## config.mk

```make
export PLATFORM = sky130hd
export DESIGN_NAME = baud_gen_frac
export DESIGN_NICKNAME = d
export VERILOG_FILES = /design/src/rtl/uart_pkg.sv /design/src/rtl/frac_period_counter.sv /design/src/rtl/baud_gen_frac.sv
export SDC_FILE = /design/constraint.sdc
export NUM_CORES = 1
export LEC_CHECK = 0
export BUFFER_PORTS_ARGS = -buffer_cell sky130_fd_sc_hd__buf_2
export CELL_PAD_IN_SITES_DETAIL_PLACEMENT = 0
export CELL_PAD_IN_SITES_GLOBAL_PLACEMENT = 1
export CORE_ASPECT_RATIO = 0.7
export CORE_UTILIZATION = 47
export CTS_CLUSTER_SIZE = 40
export DETAILED_ROUTE_END_ITERATION = 8
export PLACE_DENSITY = 0.85
export SYNTH_ARGS = -nofsm -noshare
export SYNTH_HDL_FRONTEND = slang
export SYNTH_SLANG_ARGS = --single-unit
```

## constraint.sdc

```tcl
create_clock -name i_clk -period 6.95 [get_ports i_clk]
set_input_delay 0.3475 -clock i_clk [delete_from_list [all_inputs] [get_ports i_clk]]
set_output_delay 0.3475 -clock i_clk [all_outputs]
set_load 0.01 [all_outputs]
```

## src/rtl/uart_pkg.sv

```systemverilog
// Shared UART definitions: default rates and the reset-divisor helper.
package uart_pkg;

    localparam int unsigned DEF_CLK_FREQ   = 100000000;
    localparam int unsigned DEF_BAUD       = 19200;
    localparam int unsigned DEF_OVERSAMPLE = 16;

    typedef struct packed {
        logic [31:0] int_part;
        logic [31:0] frac_part;
    } div_t;

    // 64-bit math because clk_freq << frac_w overflows 32 bits at typical rates.
    function automatic div_t calc_div_rst(input longint clk_freq, input longint baud,
                                          input longint oversample, input int frac_w);
        longint full;
        div_t   d;
        full        = (clk_freq << frac_w) / (baud * oversample);
        d.int_part  = 32'(full >> frac_w);
        d.frac_part = 32'(full & ((longint'(1) << frac_w) - 1));
        return d;
    endfunction

endpackage

```

## src/rtl/frac_period_counter.sv

```systemverilog
// Cycle counter with fractional phase accumulator; flags the last cycle of each period.
module frac_period_counter #(
    parameter int INT_W  = 16,
    parameter int FRAC_W = 8
) (
    input  logic              clk,
    input  logic              reset,
    input  logic              run,
    input  logic              restart,
    input  logic [INT_W-1:0]  div_int,
    input  logic [FRAC_W-1:0] div_frac,
    output logic              boundary
);

    logic [INT_W:0]  count;
    logic [INT_W:0]  last;
    logic [FRAC_W-1:0] acc;
    logic            carry;
    logic [FRAC_W:0] sum;

    // Period length is div_int plus the carry left by the previous accumulator update.
    assign last     = {1'b0, div_int} + {{INT_W{1'b0}}, carry} - {{INT_W{1'b0}}, 1'b1};
    assign sum      = {1'b0, acc} + {1'b0, div_frac};
    assign boundary = run && (count == last);

    always_ff @(posedge clk) begin
        if (reset || !run) begin
            count <= '0;
            acc   <= '0;
            carry <= 1'b0;
        end else if (boundary) begin
            count <= '0;
            if (restart) begin
                acc   <= '0;
                carry <= 1'b0;
            end else begin
                acc   <= sum[FRAC_W-1:0];
                carry <= sum[FRAC_W];
            end
        end else begin
            count <= count + {{INT_W{1'b0}}, 1'b1};
        end
    end

endmodule

```

## src/rtl/baud_gen_frac.sv

```systemverilog
// Fractional-divisor UART baud generator: oversample and bit ticks from a loadable divisor.
// Define BAUD_GEN_SYNC_EN to add the i_sync input for RX start-bit alignment.
module baud_gen_frac
    import uart_pkg::*;
#(
    parameter int unsigned CLK_FREQ     = DEF_CLK_FREQ,
    parameter int unsigned DEFAULT_BAUD = DEF_BAUD,
    parameter int unsigned OVERSAMPLE   = DEF_OVERSAMPLE,
    parameter int          INT_W        = 16,
    parameter int          FRAC_W       = 8
) (
    input  logic              i_clk,
    input  logic              i_reset,
    input  logic              i_valid,
    input  logic [INT_W-1:0]  i_div_int,
    input  logic [FRAC_W-1:0] i_div_frac,
    input  logic              i_div_load,
`ifdef BAUD_GEN_SYNC_EN
    input  logic              i_sync,
`endif
    output logic              o_os_tick,
    output logic              o_bit_tick,
    output logic              o_load_ack,
    output logic              o_div_err,
    output logic [INT_W-1:0]  o_div_int,
    output logic [FRAC_W-1:0] o_div_frac
);

    localparam int OS_W = $clog2(OVERSAMPLE);
    localparam div_t DIV_RST = calc_div_rst(longint'(CLK_FREQ), longint'(DEFAULT_BAUD),
                                            longint'(OVERSAMPLE), FRAC_W);
    localparam logic [INT_W-1:0]  RST_INT  = DIV_RST.int_part[INT_W-1:0];
    localparam logic [FRAC_W-1:0] RST_FRAC = DIV_RST.frac_part[FRAC_W-1:0];
    localparam logic [INT_W-1:0]  MIN_INT  = INT_W'(2);
    localparam logic [OS_W-1:0]   OS_LAST  = OS_W'(OVERSAMPLE - 1);

    logic [INT_W-1:0]  shadow_int;
    logic [FRAC_W-1:0] shadow_frac;
    logic              pending;
    logic [OS_W-1:0]   os_cnt;
    logic              sync_req;
    logic              run;
    logic              boundary;
    logic              apply;

`ifdef BAUD_GEN_SYNC_EN
    localparam logic [OS_W-1:0] OS_HALF = OS_W'(OVERSAMPLE / 2);
    assign sync_req = i_sync;
`else
    assign sync_req = 1'b0;
`endif

    assign run = i_valid && !sync_req;
    // A new divisor only takes effect between periods, or immediately while idle.
    assign apply = pending && (!i_valid || boundary);

    frac_period_counter #(
        .INT_W  (INT_W),
        .FRAC_W (FRAC_W)
    ) u_period (
        .clk      (i_clk),
        .reset    (i_reset),
        .run      (run),
        .restart  (apply),
        .div_int  (o_div_int),
        .div_frac (o_div_frac),
        .boundary (boundary)
    );

    always_ff @(posedge i_clk) begin
        if (i_reset) begin
            o_os_tick   <= 1'b0;
            o_bit_tick  <= 1'b0;
            o_load_ack  <= 1'b0;
            o_div_err   <= 1'b0;
            o_div_int   <= RST_INT;
            o_div_frac  <= RST_FRAC;
            shadow_int  <= RST_INT;
            shadow_frac <= RST_FRAC;
            pending     <= 1'b0;
            os_cnt      <= '0;
        end else begin
            o_os_tick  <= boundary;
            o_bit_tick <= boundary && (os_cnt == OS_LAST);
            o_load_ack <= apply;
            o_div_err  <= i_div_load && (i_div_int < MIN_INT);

            if (!i_valid) begin
                os_cnt <= '0;
`ifdef BAUD_GEN_SYNC_EN
            end else if (sync_req) begin
                os_cnt <= OS_HALF;
`endif
            end else if (boundary) begin
                os_cnt <= (os_cnt == OS_LAST) ? '0 : os_cnt + OS_W'(1);
            end

            if (apply) begin
                o_div_int  <= shadow_int;
                o_div_frac <= shadow_frac;
            end

            // A load in the same cycle as an apply stays pending for the next boundary.
            if (i_div_load) begin
                shadow_int  <= (i_div_int < MIN_INT) ? MIN_INT : i_div_int;
                shadow_frac <= i_div_frac;
                pending     <= 1'b1;
            end else if (apply) begin
                pending <= 1'b0;
            end
        end
    end

endmodule

```

## After elaboration in Yosys (flattened, before gate mapping)

Cells that the tools add are included.

- Bitwise gates (word level): 1
- Eq/ne operators: 2
- $lt $le $gt $ge: 1
- Reductions and logical operators: 10
- Add/sub/neg operators: 5
- Multiplexer cells: 6

Operator list:

| kind | count |
|---|---|
| 16-bit by 1-bit adder with 17-bit output | 1 |
| 17-bit by 1-bit adder with 17-bit output, second input constant | 1 |
| 17-bit == test | 1 |
| 17-bit by 1-bit subtractor with 17-bit output, second input constant | 1 |
| 16-bit by 2-bit less-than comparator with 1-bit output, second input constant | 1 |
| 16-bit 2-to-1 mux | 1 |
| 8-bit by 8-bit adder with 9-bit output | 1 |
| 8-bit 2-to-1 mux | 1 |
| 4-bit by 1-bit adder with 4-bit output, second input constant | 1 |
| 4-bit == test, second input constant | 1 |
| 1-bit logical AND | 4 |
| 4-bit 2-to-1 mux | 1 |
| 2-bit OR reduction | 2 |
| 1-bit 2-to-1 mux | 3 |
| 1-bit logical OR | 2 |
| 2-bit nonzero test | 1 |
| 1-bit logical NOT | 1 |
| 1-bit inverter | 1 |

- Output and inout port bits: 28
- Flip-flop bits (word level): 83
- Bits of input ports: 28
- Logic and storage cells: 38

## Longest topological paths before layout

Gate-level depths: netlist of run 1.

- Depth after elaboration: 8
- Depth in mapped cells: 12
- Gate-level depth less buffers: 10

## Modules after synthesis

Synthesis of run 1 repeated with hierarchy kept, for this count alone.

- Cells, all modules: 473
- Area total of the unflattened synthesis: 4226.6 um^2

Modules (own cells, without submodules):

| module | instances | area each (um^2) | sequential area each (um^2) | cells each |
|---|---|---|---|---|
| baud_gen_frac | 1 | 2134.5 | 1141.1 | 217 |
| frac_period_counter | 1 | 2092.0 | 520.5 | 256 |

## Worst setup path after synthesis of run 1

No wires, ideal clock.

- Kind: flip-flop to flip-flop
- From: register o_div_int[0]
- To: register os_cnt[3]
- Clock period less this slack: 3.115 ns
- Data required time: 6.880 ns
- Setup time: 0.070 ns
- Arrival time: 3.045 ns
- Path buffers: 0
- Slack: 3.835 ns
- Cell stages (with the launch flop): 10
- Cells stage by stage: dfxtp_1 > inv_1 > ha_1 > ha_1 > or4b_4 > or4_1 > a2111oi_4 > nand4_2 > or4_1 > a21oi_1

- Word-level cells in the longest chain between the ends: 4

Ends and longest elaborated chain:

| element | RTL line | text |
|---|---|---|
| start: declaration | baud_gen_frac.sv:25 | `output logic [INT_W-1:0] o_div_int,` |
| start signal: assignment | baud_gen_frac.sv:99 | `o_div_int <= shadow_int;` |
| 16-bit by 1-bit adder with 17-bit output | frac_period_counter.sv:22 | `assign last = {1'b0, div_int} + {{INT_W{1'b0}}, carry} - {{INT_W{1'b0}}, 1'b1};` |
| 17-bit by 1-bit subtractor with 17-bit output | frac_period_counter.sv:22 |  |
| 17-bit == test | frac_period_counter.sv:24 | `assign boundary = run && (count == last);` |
| 1-bit logical AND | frac_period_counter.sv:24 |  |
| end signal: assignment | baud_gen_frac.sv:95 | `os_cnt <= (os_cnt == OS_LAST) ? '0 : os_cnt + OS_W'(1);` |
| end: declaration | baud_gen_frac.sv:40 | `logic [OS_W-1:0] os_cnt;` |

No other way between the ends.
A chain may end at the register's enable or synchronous reset.

## Worst setup path after layout of run 1

- From: register o_div_int[0]
- To: register o_div_int[11]

- Word-level cells in the longest chain between the ends: 6

Ends and longest elaborated chain:

| element | RTL line | text |
|---|---|---|
| 16-bit by 1-bit adder with 17-bit output | frac_period_counter.sv:22 |  |
| 17-bit by 1-bit subtractor with 17-bit output | frac_period_counter.sv:22 |  |
| 17-bit == test | frac_period_counter.sv:24 |  |
| 1-bit logical AND | frac_period_counter.sv:24 |  |
| 1-bit logical OR | baud_gen_frac.sv:55 | `assign apply = pending && (!i_valid \|\| boundary);` |
| 1-bit logical AND | baud_gen_frac.sv:55 |  |

No other way between the ends.

==> summary.log, run 1 <==
[global_routing] GRT Resource Usage Total 25.1%
[place] post-placement setup slack 2.79 ns
[synth] total nets after synthesis 644
[clock_network] Max Buffers Root-to-Sink 2
[drt] number of vias per cell 6.14
[worst_setup_path] capturing point of the worst reg2reg path o_div_int[11]
[timing] slew at the pin closest to its max-slew limit 1.05 ns
[clock_network] clk sinks 83
[worst_setup_path] startpoint of the worst register-to-register path o_div_int[0]
[die] initial cell density of the core 49.6%
[clock_network] worst skew pair latency 0.34 ns
[synth] FF+latch count, synth 83
[power_and_ir_drop] Internal 0.000814 W
[synth] Most used DFF post-synth dfxtp_1
[timing] crit share post-route 60.1%
[timing] worst setup slack after layout 2.77 ns
[power_and_ir_drop] fraction of power consumed by combinational cells 9.1%
[clock_network] CTS buffer count 9
[place] total half-perimeter wirelength after legalization and detailed placement 9390 um
[power_and_ir_drop] LEAKAGE 1.99 nW
[cells_and_area] final instance area 5470 um^2
[die] Die X 124 um
[synth] fraction of registers with async set/reset 0%
[global_routing] global-route wire length before repair 21600 um
[drt] aggregate routed wire length 13500 um
[worst_setup_path] crit-path max FO 22
[global_routing] vias in the first global route 3982
[timing] Final setup viols 0
[die] area enclosed by the die boundary 10900 um^2
[timing] maximum clock skew at final layout 0.00796 ns
[synth] syn_area_per_cell 8.15 um^2
[min_path] path class of the lowest-slack min-delay path input port to flip-flop
[cells_and_area] fraction of final layout cells with drive strength greater than 1 13.4%
[synth] gate count after technology mapping 603
[timing] setup tns final 0 ns
[power_and_ir_drop] share of total power consumed by net switching 26.8%
[timing] RSZ-0062 raised after global routing no
[die] row count 30
[place] Buffers on Ports 55
[die] placeable core area 9910 um^2
[drt] post-detailed-route count of antenna-violating nets 0
[clock_network] clock tree from TritonCTS yes
[synth] combined area of all synthesized cells 4920 um^2
[worst_setup_path] setup slack on the worst flop-to-flop path 2.77 ns
[timing] worst-case hold slack 0.207 ns
[die] die height 87.6 um
[place] Placer Congestion 0.914
[power_and_ir_drop] Clock Power Share 44.3%
[timing] upper clock frequency limit 239 MHz
[drt] number of iterations in the first detailed-routing pass 5
[synth] library cells used by synthesis 55
[synth] fraction of the yosys area taken by sequential cells 33.8%
[worst_setup_path] r2r worst-path depth 10
[cells_and_area] count of inserted antenna diode cells 0
[timing] minimum clock period after layout 4.18 ns
[timing] Slew Limit Headroom 30.2%
[power_and_ir_drop] switching component of the power 0.000298 W
[worst_setup_path] startpoint of the worst setup timing path o_div_int[0]
[clock_network] number of setup buffers added after CTS 0
[cells_and_area] most used cells in the layout excluding fill and tap cells 82 x dfxtp_1, 55 x buf_2, 51 x nor2_1
[status] run status completed
[clock_network] number of hold-repair buffers added at the cts stage 0
[clock_network] library cell used as clock root buffer clkbuf_16
[worst_setup_path] Startpoint Class flip-flop
[global_routing] sum of overflow across all layers after global routing 0
[drt] vias 4625
[timing] hold violation count in the final report 0
[run] reported max-cap violation count 0
[worst_setup_path] CP Class flip-flop to flip-flop
[global_routing] pin count of the biggest net entering global routing 110
[die] Top Ports 56
[synth] Yosys Warn Count 0
[cells_and_area] final net count 661
[power_and_ir_drop] sequential cell fraction of total power 46.6%
[power_and_ir_drop] maximum vdd ir drop 0.153 mV
[cells_and_area] leading cell type in the layout, fill and taps excluded dfxtp_1
[clock_network] clk slew on worst S/H paths 0.07 ns
[worst_setup_path] Crit path arrival time 4.40 ns
[drt] iteration-0 DRC count of the detailed router 357
[drt] DRC Markers 0
[clock_network] H-tree depth 3
[power_and_ir_drop] Power Dens Cells 203 nW/um^2
[cells_and_area] core utilization of the finished layout 55.2%
[place] placed inst area 5170 um^2
[global_routing] initial antenna violation count 0
[worst_setup_path] crit end category flip-flop
[clock_network] number of gates resized after cts 0
[drt] routed length per placed instance 17.9 um
[synth] EDFF count, synth 0
[worst_setup_path] endpoint required time on the critical path 7.17 ns
[cells_and_area] area overhead of the layout relative to synthesis 11.3%
[worst_setup_path] Critical Path Sink o_div_int[11]
[timing] pins over their slew limit 0
==> Yosys cell counts, types with 16 or more instances <==
cell type,n,area (um^2)
nor2_1,51,191
nor3b_1,16,120
xor2_1,19,166
clkbuf_1,43,161
o21ai_0,30,150
xnor2_1,22,193
nand2_1,45,169
nor3_1,36,180
mux2i_1,16,160
a21oi_1,21,105
dfxtp_1,83,1660
a31oi_1,20,125
==> how the worst min path moves through the flow <==
stage / startpoint / to / slack (ns) / cells after the start
3_3_place_gp: u_period.acc[0] / u_period.acc[0] / 0.46 / 2
5_1_grt: i_div_frac[2] / shadow_frac[2] / 0.21 / 2
4_1_cts: i_div_frac[0] / shadow_frac[0] / 0.20 / 2
2_1_floorplan: os_cnt[3] / os_cnt[3] / 0.45 / 2
6_report: i_div_frac[0] / shadow_frac[0] / 0.21 / 2
3_5_place_dp: u_period.acc[4] / u_period.acc[4] / 0.48 / 2
==> routing by layer <==
layer / track usage (%) / vias up / wire length [um]
met2: 35.1 / 160 / 5510
li1: - / 2286 / -
met3: 5.44 / 7 / 937
met4: 5.26 / 0 / 101
met1: 38.6 / 2172 / 6950
met5: 0 / - / 0
==> layout make-up <==
class | count | area (um^2)
repair buffers | 59 | 305
clock inverters | 6 | 72.6
flip-flops and latches | 83 | 1660
clock buffers | 10 | 229
multi-input cells | 453 | 2990
inverters | 14 | 52.6
fillers | 910 | 4440
well taps | 128 | 160
==> sequential cells by signal (all words and copies together) (netlist names) <==
name            cells
os_cnt              4
shadow_frac         8
o_div_frac          8
o_div_int          16
u_period.carry      1
u_period.acc        8
shadow_int         16
pending             1
o_load_ack          1
o_bit_tick          1
o_os_tick           1
u_period.count     17
o_div_err           1
==> metrics by stage <==
stage / power (W) / cells
after CTS: 0.00112 / 753
after detailed placement: 0.000628 / 737
after global routing: 0.00115 / 753
final: 0.00111 / 753
after global placement: 0.000626 / 737
after floorplan: 0.000592 / 603
==> power groups by stage <==
stage | clock network (W) | registers, W | logic [W]
after floorplan | 0 | 0.000514 | 0.0000779
after global placement | 0 | 0.000527 | 0.0000995
after detailed placement | 0 | 0.000528 | 0.000101
after CTS | 0.000505 | 0.000517 | 0.000101
after global routing | 0.000520 | 0.000521 | 0.000112
final | 0.000492 | 0.000518 | 0.000101
==> cell families (layout without fill, tap and decap cells) <==
family                   count (synthesis)  after routing  synth area share, %
AND/OR/NAND/NOR                        234            234                 25.1
AO/OA/AOI/OAI                          149            149                 21.6
flip-flops                              83             83                 33.8
buffers and inverters                   67             89                 5.42
XOR/XNOR                                41             41                 7.30
multiplexers                            16             16                 3.26
adder cells (fa/ha/maj)                 13             13                 3.46
==> critical path, cell delays in order, from the launching register on <==
cell	delay, ns
dfxtp_1	0.33
inv_1	0.06
ha_1	0.23
ha_1	0.28
or4b_4	0.54
a2111oi_0	0.36
a21oi_1	0.14
nor3_1	0.21
and4b_1	0.75
nand2_1	0.64
o311ai_0	0.49
No activity file was read; power rests on OpenSTA's default activity.
==> run 2: changes to the inputs <==
CORE_UTILIZATION = 44   (was 47)
PLACE_DENSITY = 0.8   (was 0.85)
clock period = 4.2 ns   (was 6.95 ns; I/O delays follow)
==> summary.log, run 2 (synthesis results as in run 1) <==
[status] run status completed
[cells_and_area] leading cell type in the layout, fill and taps excluded dfxtp_1
[timing] pins over their slew limit 0
[worst_setup_path] CP cell instances inv_1 -> ha_1 -> ha_1 -> or4b_4 -> a2111oi_0 -> a21oi_1 -> nor3_1 -> and4b_1 -> nand2_2 -> o311ai_0
[timing] maximum clock skew at final layout 0.00716 ns
[clock_network] clk slew on worst S/H paths 0.07 ns
[worst_setup_path] crit end category flip-flop
[worst_setup_path] Crit path arrival time 3.92 ns
[drt] aggregate routed wire length 13700 um
[global_routing] vias in the first global route 4153
[place] Buffers on Ports 55
[power_and_ir_drop] post-route total power 0.00191 W
[cells_and_area] fill cell count 1000
[timing] Slew Limit Headroom 32.8%
[timing] slew at the pin closest to its max-slew limit 1.01 ns
[timing] upper clock frequency limit 271 MHz
[drt] routed length per placed instance 17.6 um
[cells_and_area] area occupied by multi-input gates 2990 um^2
[power_and_ir_drop] maximum vdd ir drop 0.187 mV
[global_routing] GRT Resource Usage Total 24.7%
[worst_setup_path] worst stage delay on the critical path 0.57 ns
[run] reported max-cap violation count 0
[cells_and_area] fraction of final layout cells with drive strength greater than 1 14.7%
[drt] number of iterations in the first detailed-routing pass 5
[die] placeable core area 10600 um^2
[clock_network] CTS buffer count 9
[drt] post-detailed-route count of antenna-violating nets 0
[die] area enclosed by the die boundary 11600 um^2
[worst_setup_path] cell with the largest stage delay on the worst path and4b_1
[place] total half-perimeter wirelength after legalization and detailed placement 9640 um
[timing] hold violation count in the final report 0
[global_routing] pin count of the biggest net entering global routing 91
[min_path] path class of the lowest-slack min-delay path input port to flip-flop
[timing] Final setup viols 0
[cells_and_area] Final Non-Filler Cells 781
[die] Die X 128 um
[drt] DRC Markers 0
[drt] vias 4660
[place] Inst Count DP 765
[drt] iteration-0 DRC count of the detailed router 403
[clock_network] H-tree depth 3
[worst_setup_path] Startpoint Class flip-flop
[timing] minimum clock period after layout 3.69 ns
[power_and_ir_drop] Power Dens Cells 343 nW/um^2
[timing] RSZ-0062 raised after global routing no
[cells_and_area] final net count 669
[clock_network] worst skew pair latency 0.35 ns
[power_and_ir_drop] LEAKAGE 2.04 nW
[timing] setup tns final 0 ns
[cells_and_area] total area of sequential cells 1660 um^2
[worst_setup_path] cell seen most often among critical-path stages ha_1
[worst_setup_path] endpoint required time on the critical path 4.43 ns
[worst_setup_path] CP Class flip-flop to flip-flop
[cells_and_area] area overhead of the layout relative to synthesis 13.5%
[cells_and_area] Top reg by flops u_period.count
[cells_and_area] flip-flop count of the largest register, all copies and words added 17
[clock_network] clock tree from TritonCTS yes
[place] Placer Congestion 0.943
[global_routing] initial antenna violation count 0
[worst_setup_path] setup slack on the worst flop-to-flop path 0.51 ns
[global_routing] global-route wire length before repair 22500 um
[worst_setup_path] crit-path max FO 20
[timing] crit share post-route 87.9%
[clock_network] clk sinks 83
[die] row count 31
[cells_and_area] largest registers ranked by flip-flop count u_period.count: 17 flops, o_div_int: 16 flops, shadow_int: 16 flops
[cells_and_area] count of inserted antenna diode cells 0
[drt] number of vias per cell 5.97
[die] initial cell density of the core 46.4%
[die] die height 90.4 um
[global_routing] sum of overflow across all layers after global routing 0
[clock_network] library cell used as clock root buffer clkbuf_16
[cells_and_area] most used cells in the layout excluding fill and tap cells 82 x dfxtp_1, 55 x buf_2, 51 x nor2_1
[clock_network] number of hold-repair buffers added at the cts stage 0
[die] Top Ports 56
[clock_network] Max Buffers Root-to-Sink 2
==> run 2: cell count changes in the layout (fill, tap and decap cells not counted), sizes merged <==
cell / change
buf: +8
clkinvlp: +1
bufinv: +1
clkinv: -2
==> run 2: through the flow <==
stage | util, % | hold slack [ns] | instance area [um^2] | setup WS, ns
floorplan | - | 0.328 | 4920 | 1.09
global placement | 49.6 | 0.410 | 5260 | 0.500
detailed placement | 49.6 | 0.419 | 5260 | 0.279
CTS | 52.7 | 0.0543 | 5580 | 0.258
global route | 52.7 | 0.0705 | 5580 | 0.186
finish | 52.7 | 0.0618 | 5580 | 0.509
==> run 2: layer usage <==
metal	vias up	part of all wire [%]	GRT usage (%)
li1	2303	-	-
met4	0	1.4	7.06
met2	157	39	32.3
met1	2185	51	38.5
met3	15	7.9	6.16
met5	-	0	0
==> run 2: what timing repair did <==
action | 4_1_cts | 5_1_grt
setup buffers | 0 | 0
resized for setup | 0 | 1
setup endpoints to repair | 0 | 8
==> run 2: area by class of cell <==
type | instances | share of cell area, %
Clock inverter | 6 | 1.73
Sequential cell | 83 | 29.8
Multi-Input combinational cell | 453 | 53.6
Timing Repair Buffer | 67 | 6.54
Tap cell | 148 | 3.32
Clock buffer | 10 | 4.10
Inverter | 14 | 0.941
==> run 2: power breakdown <==
| group | internal (W) | switching (W) | leakage [nW] |
|---|---|---|---|
| combinational | 0.0000684 | 0.000115 | 1.20 |
| clock | 0.000530 | 0.000353 | 0.156 |
| sequential | 0.000812 | 0.0000353 | 0.676 |
==> run 2: final timing paths <==
kind,from,cells past startpoint,endpoint
worst max-delay path,o_div_int[0],10,o_div_frac[1]
worst min register to register,os_cnt[3],2,os_cnt[3]
worst min-delay path,i_div_frac[0],2,shadow_frac[0]
worst max register to register,o_div_int[0],10,o_div_frac[1]
==> run 2: worst max-delay path, delay by kind of cell (launching register included) <==
kind                       cells  cell delay (ns)
AOI/OAI and AO/OA              3             0.96
and+or+nand+nor                4             1.70
DFF                            1             0.33
buffers and inverters          1             0.06
adders and majority gates      2             0.50
==> run 3: changes to the inputs <==
CORE_ASPECT_RATIO = not set   (was 0.7)
PLACE_DENSITY = 0.86   (was 0.8)
==> summary.log, run 3 (synthesis results as in run 1) <==
[status] run status completed
[global_routing] GRT met3 Usage 6.48%
[global_routing] GRT Resource Usage Total 25.0%
[clock_network] CTS buffer count 9
[die] Top Ports 56
[clock_network] worst skew pair latency 0.38 ns
[cells_and_area] area overhead of the layout relative to synthesis 11.2%
[drt] routed length per placed instance 17.8 um
[die] placeable core area 10800 um^2
[drt] post-detailed-route count of antenna-violating nets 0
[die] row count 38
[drt] aggregate routed wire length 13800 um
[clock_network] library cell used as clock root buffer clkbuf_8
[die] initial cell density of the core 45.4%
[die] area enclosed by the die boundary 11600 um^2
[drt] vias 4676
[drt] number of iterations in the first detailed-routing pass 5
[global_routing] global-route wire length before repair 22300 um
[timing] minimum clock period after layout 3.73 ns
[worst_setup_path] CP Class flip-flop to flip-flop
[power_and_ir_drop] share of total power consumed by net switching 28.5%
[cells_and_area] count of inserted antenna diode cells 0
[global_routing] most crowded layer after global routing met2
[power_and_ir_drop] maximum vdd ir drop 0.292 mV
[worst_setup_path] endpoint required time on the critical path 4.46 ns
[clock_network] clock tree from TritonCTS yes
[place] Placer Congestion 0.902
[place] post-placement setup slack 0.523 ns
[power_and_ir_drop] LEAKAGE 2.00 nW
[power_and_ir_drop] Power Dens Cells 296 nW/um^2
[run] reported max-cap violation count 0
[timing] maximum clock skew at final layout 0.0134 ns
[global_routing] met2 Resource Use GR 38.6%
[timing] setup tns final 0 ns
[power_and_ir_drop] Clock Power Share 36.6%
[clock_network] number of gates resized after cts 0
[clock_network] number of setup buffers added after CTS 0
[timing] crit share post-route 88.7%
[worst_setup_path] Crit path arrival time 3.99 ns
[die] die height 108 um
[power_and_ir_drop] sequential cell fraction of total power 52.2%
[clock_network] H-tree depth 3
[cells_and_area] most used cells in the layout excluding fill and tap cells 82 x dfxtp_1, 55 x buf_2, 51 x nor2_1
[power_and_ir_drop] fraction of power consumed by combinational cells 11.3%
[power_and_ir_drop] Internal 0.00116 W
[cells_and_area] fraction of final layout cells with drive strength greater than 1 14.9%
[timing] RSZ-0062 raised after global routing no
[place] Buffers on Ports 55
[timing] pins over their slew limit 0
[timing] slew at the pin closest to its max-slew limit 0.959 ns
[cells_and_area] Final Non-Filler Cells 776
[min_path] path class of the lowest-slack min-delay path input port to flip-flop
[worst_setup_path] crit-path max FO 20
[timing] Slew Limit Headroom 36.1%
[worst_setup_path] crit end category flip-flop
[timing] Final setup viols 0
[global_routing] vias in the first global route 4222
[cells_and_area] leading cell type in the layout, fill and taps excluded dfxtp_1
[clock_network] clk slew on worst S/H paths 0.09 ns
[cells_and_area] flip-flop count of the largest register, all copies and words added 17
[clock_network] Max Buffers Root-to-Sink 2
[worst_setup_path] Startpoint Class flip-flop
[global_routing] pin count of the biggest net entering global routing 109
[clock_network] clk sinks 83
[power_and_ir_drop] switching component of the power 0.000462 W
[global_routing] GR Layer Usage met1 34.2%
[drt] DRC Markers 0
[cells_and_area] final net count 672
[place] Inst Count DP 759
[timing] hold violation count in the final report 0
[drt] number of vias per cell 6.03
[global_routing] sum of overflow across all layers after global routing 0
[timing] worst setup slack after layout 0.475 ns
[cells_and_area] Top reg by flops u_period.count
[global_routing] initial antenna violation count 0
[timing] upper clock frequency limit 268 MHz
[die] Die X 108 um
[place] total half-perimeter wirelength after legalization and detailed placement 9620 um
[cells_and_area] largest registers ranked by flip-flop count u_period.count: 17 flops, o_div_int: 16 flops, shadow_int: 16 flops
[drt] iteration-0 DRC count of the detailed router 299
==> run 3: cell count changes in the layout (fill, tap and decap cells not counted), moves of 2 or more <==
cell / before / now
clkbuf_8: 0 / 9
clkinv_4: 0 / 2
clkinv_2: 0 / 2
buf_4: 12 / 14
clkbuf_16: 9 / 0
==> run 3: per-layer routing <==
layer  part of all wire [%]  wire [um]
met5                      0          0
met4                    1.3        184
met3                    5.6        768
met2                     46       6300
met1                     47       6530
==> run 3: power groups by stage <==
stage	clock network, W	registers [W]	logic, W
floorplan	0	0.000851	0.000129
global placement	0	0.000862	0.000178
detailed placement	0	0.000863	0.000181
CTS	0.000610	0.000845	0.000182
global route	0.000640	0.000850	0.000203
finish	0.000593	0.000846	0.000183
==> run 3: layout make-up <==
cell class | instances | area (um^2)
multi-input combinational | 453 | 2990
tap | 140 | 175
clock inverter | 7 | 75.1
clock buffer | 9 | 124
timing repair buffer | 70 | 390
sequential | 83 | 1660
inverter | 14 | 52.6
fill | 1106 | 5370
==> run 3: final timing paths <==
check	cells past startpoint	slack, ns	start	to
worst max-delay path	10	0.47	o_div_int[0]	o_div_int[12]
worst min-delay path	2	0.04	i_div_frac[7]	shadow_frac[7]
worst max register to register	10	0.47	o_div_int[0]	o_div_int[12]
worst min register to register	2	0.49	u_period.acc[2]	u_period.acc[2]
==> run 3: critical path: stages, from the launching register on <==
cell	delay (ns)
dfxtp_1	0.35
inv_1	0.06
ha_1	0.23
ha_1	0.31
or4b_4	0.54
or4_1	0.59
nand2_1	0.13
and4_1	0.21
buf_4	0.19
nand2_1	0.47
o311ai_0	0.51
==> run 3: metrics by stage <==
step	util [%]	hold slack [ns]	area, um^2	total power [W]
finish	50.5	0.0372	5470	0.00162
global route	50.5	0.0155	5470	0.00169
CTS	50.4	0.00958	5460	0.00164
detailed placement	48.5	0.418	5260	0.00104
global placement	48.5	0.411	5260	0.00104
floorplan	-	0.328	4920	0.000980
==> run 3: repair_timing <==
action / 4_1_cts / 5_1_grt
hold buffers: 0 / 1
endpoints found under the setup margin: 0 / 0
endpoints found under the hold margin: 0 / 1
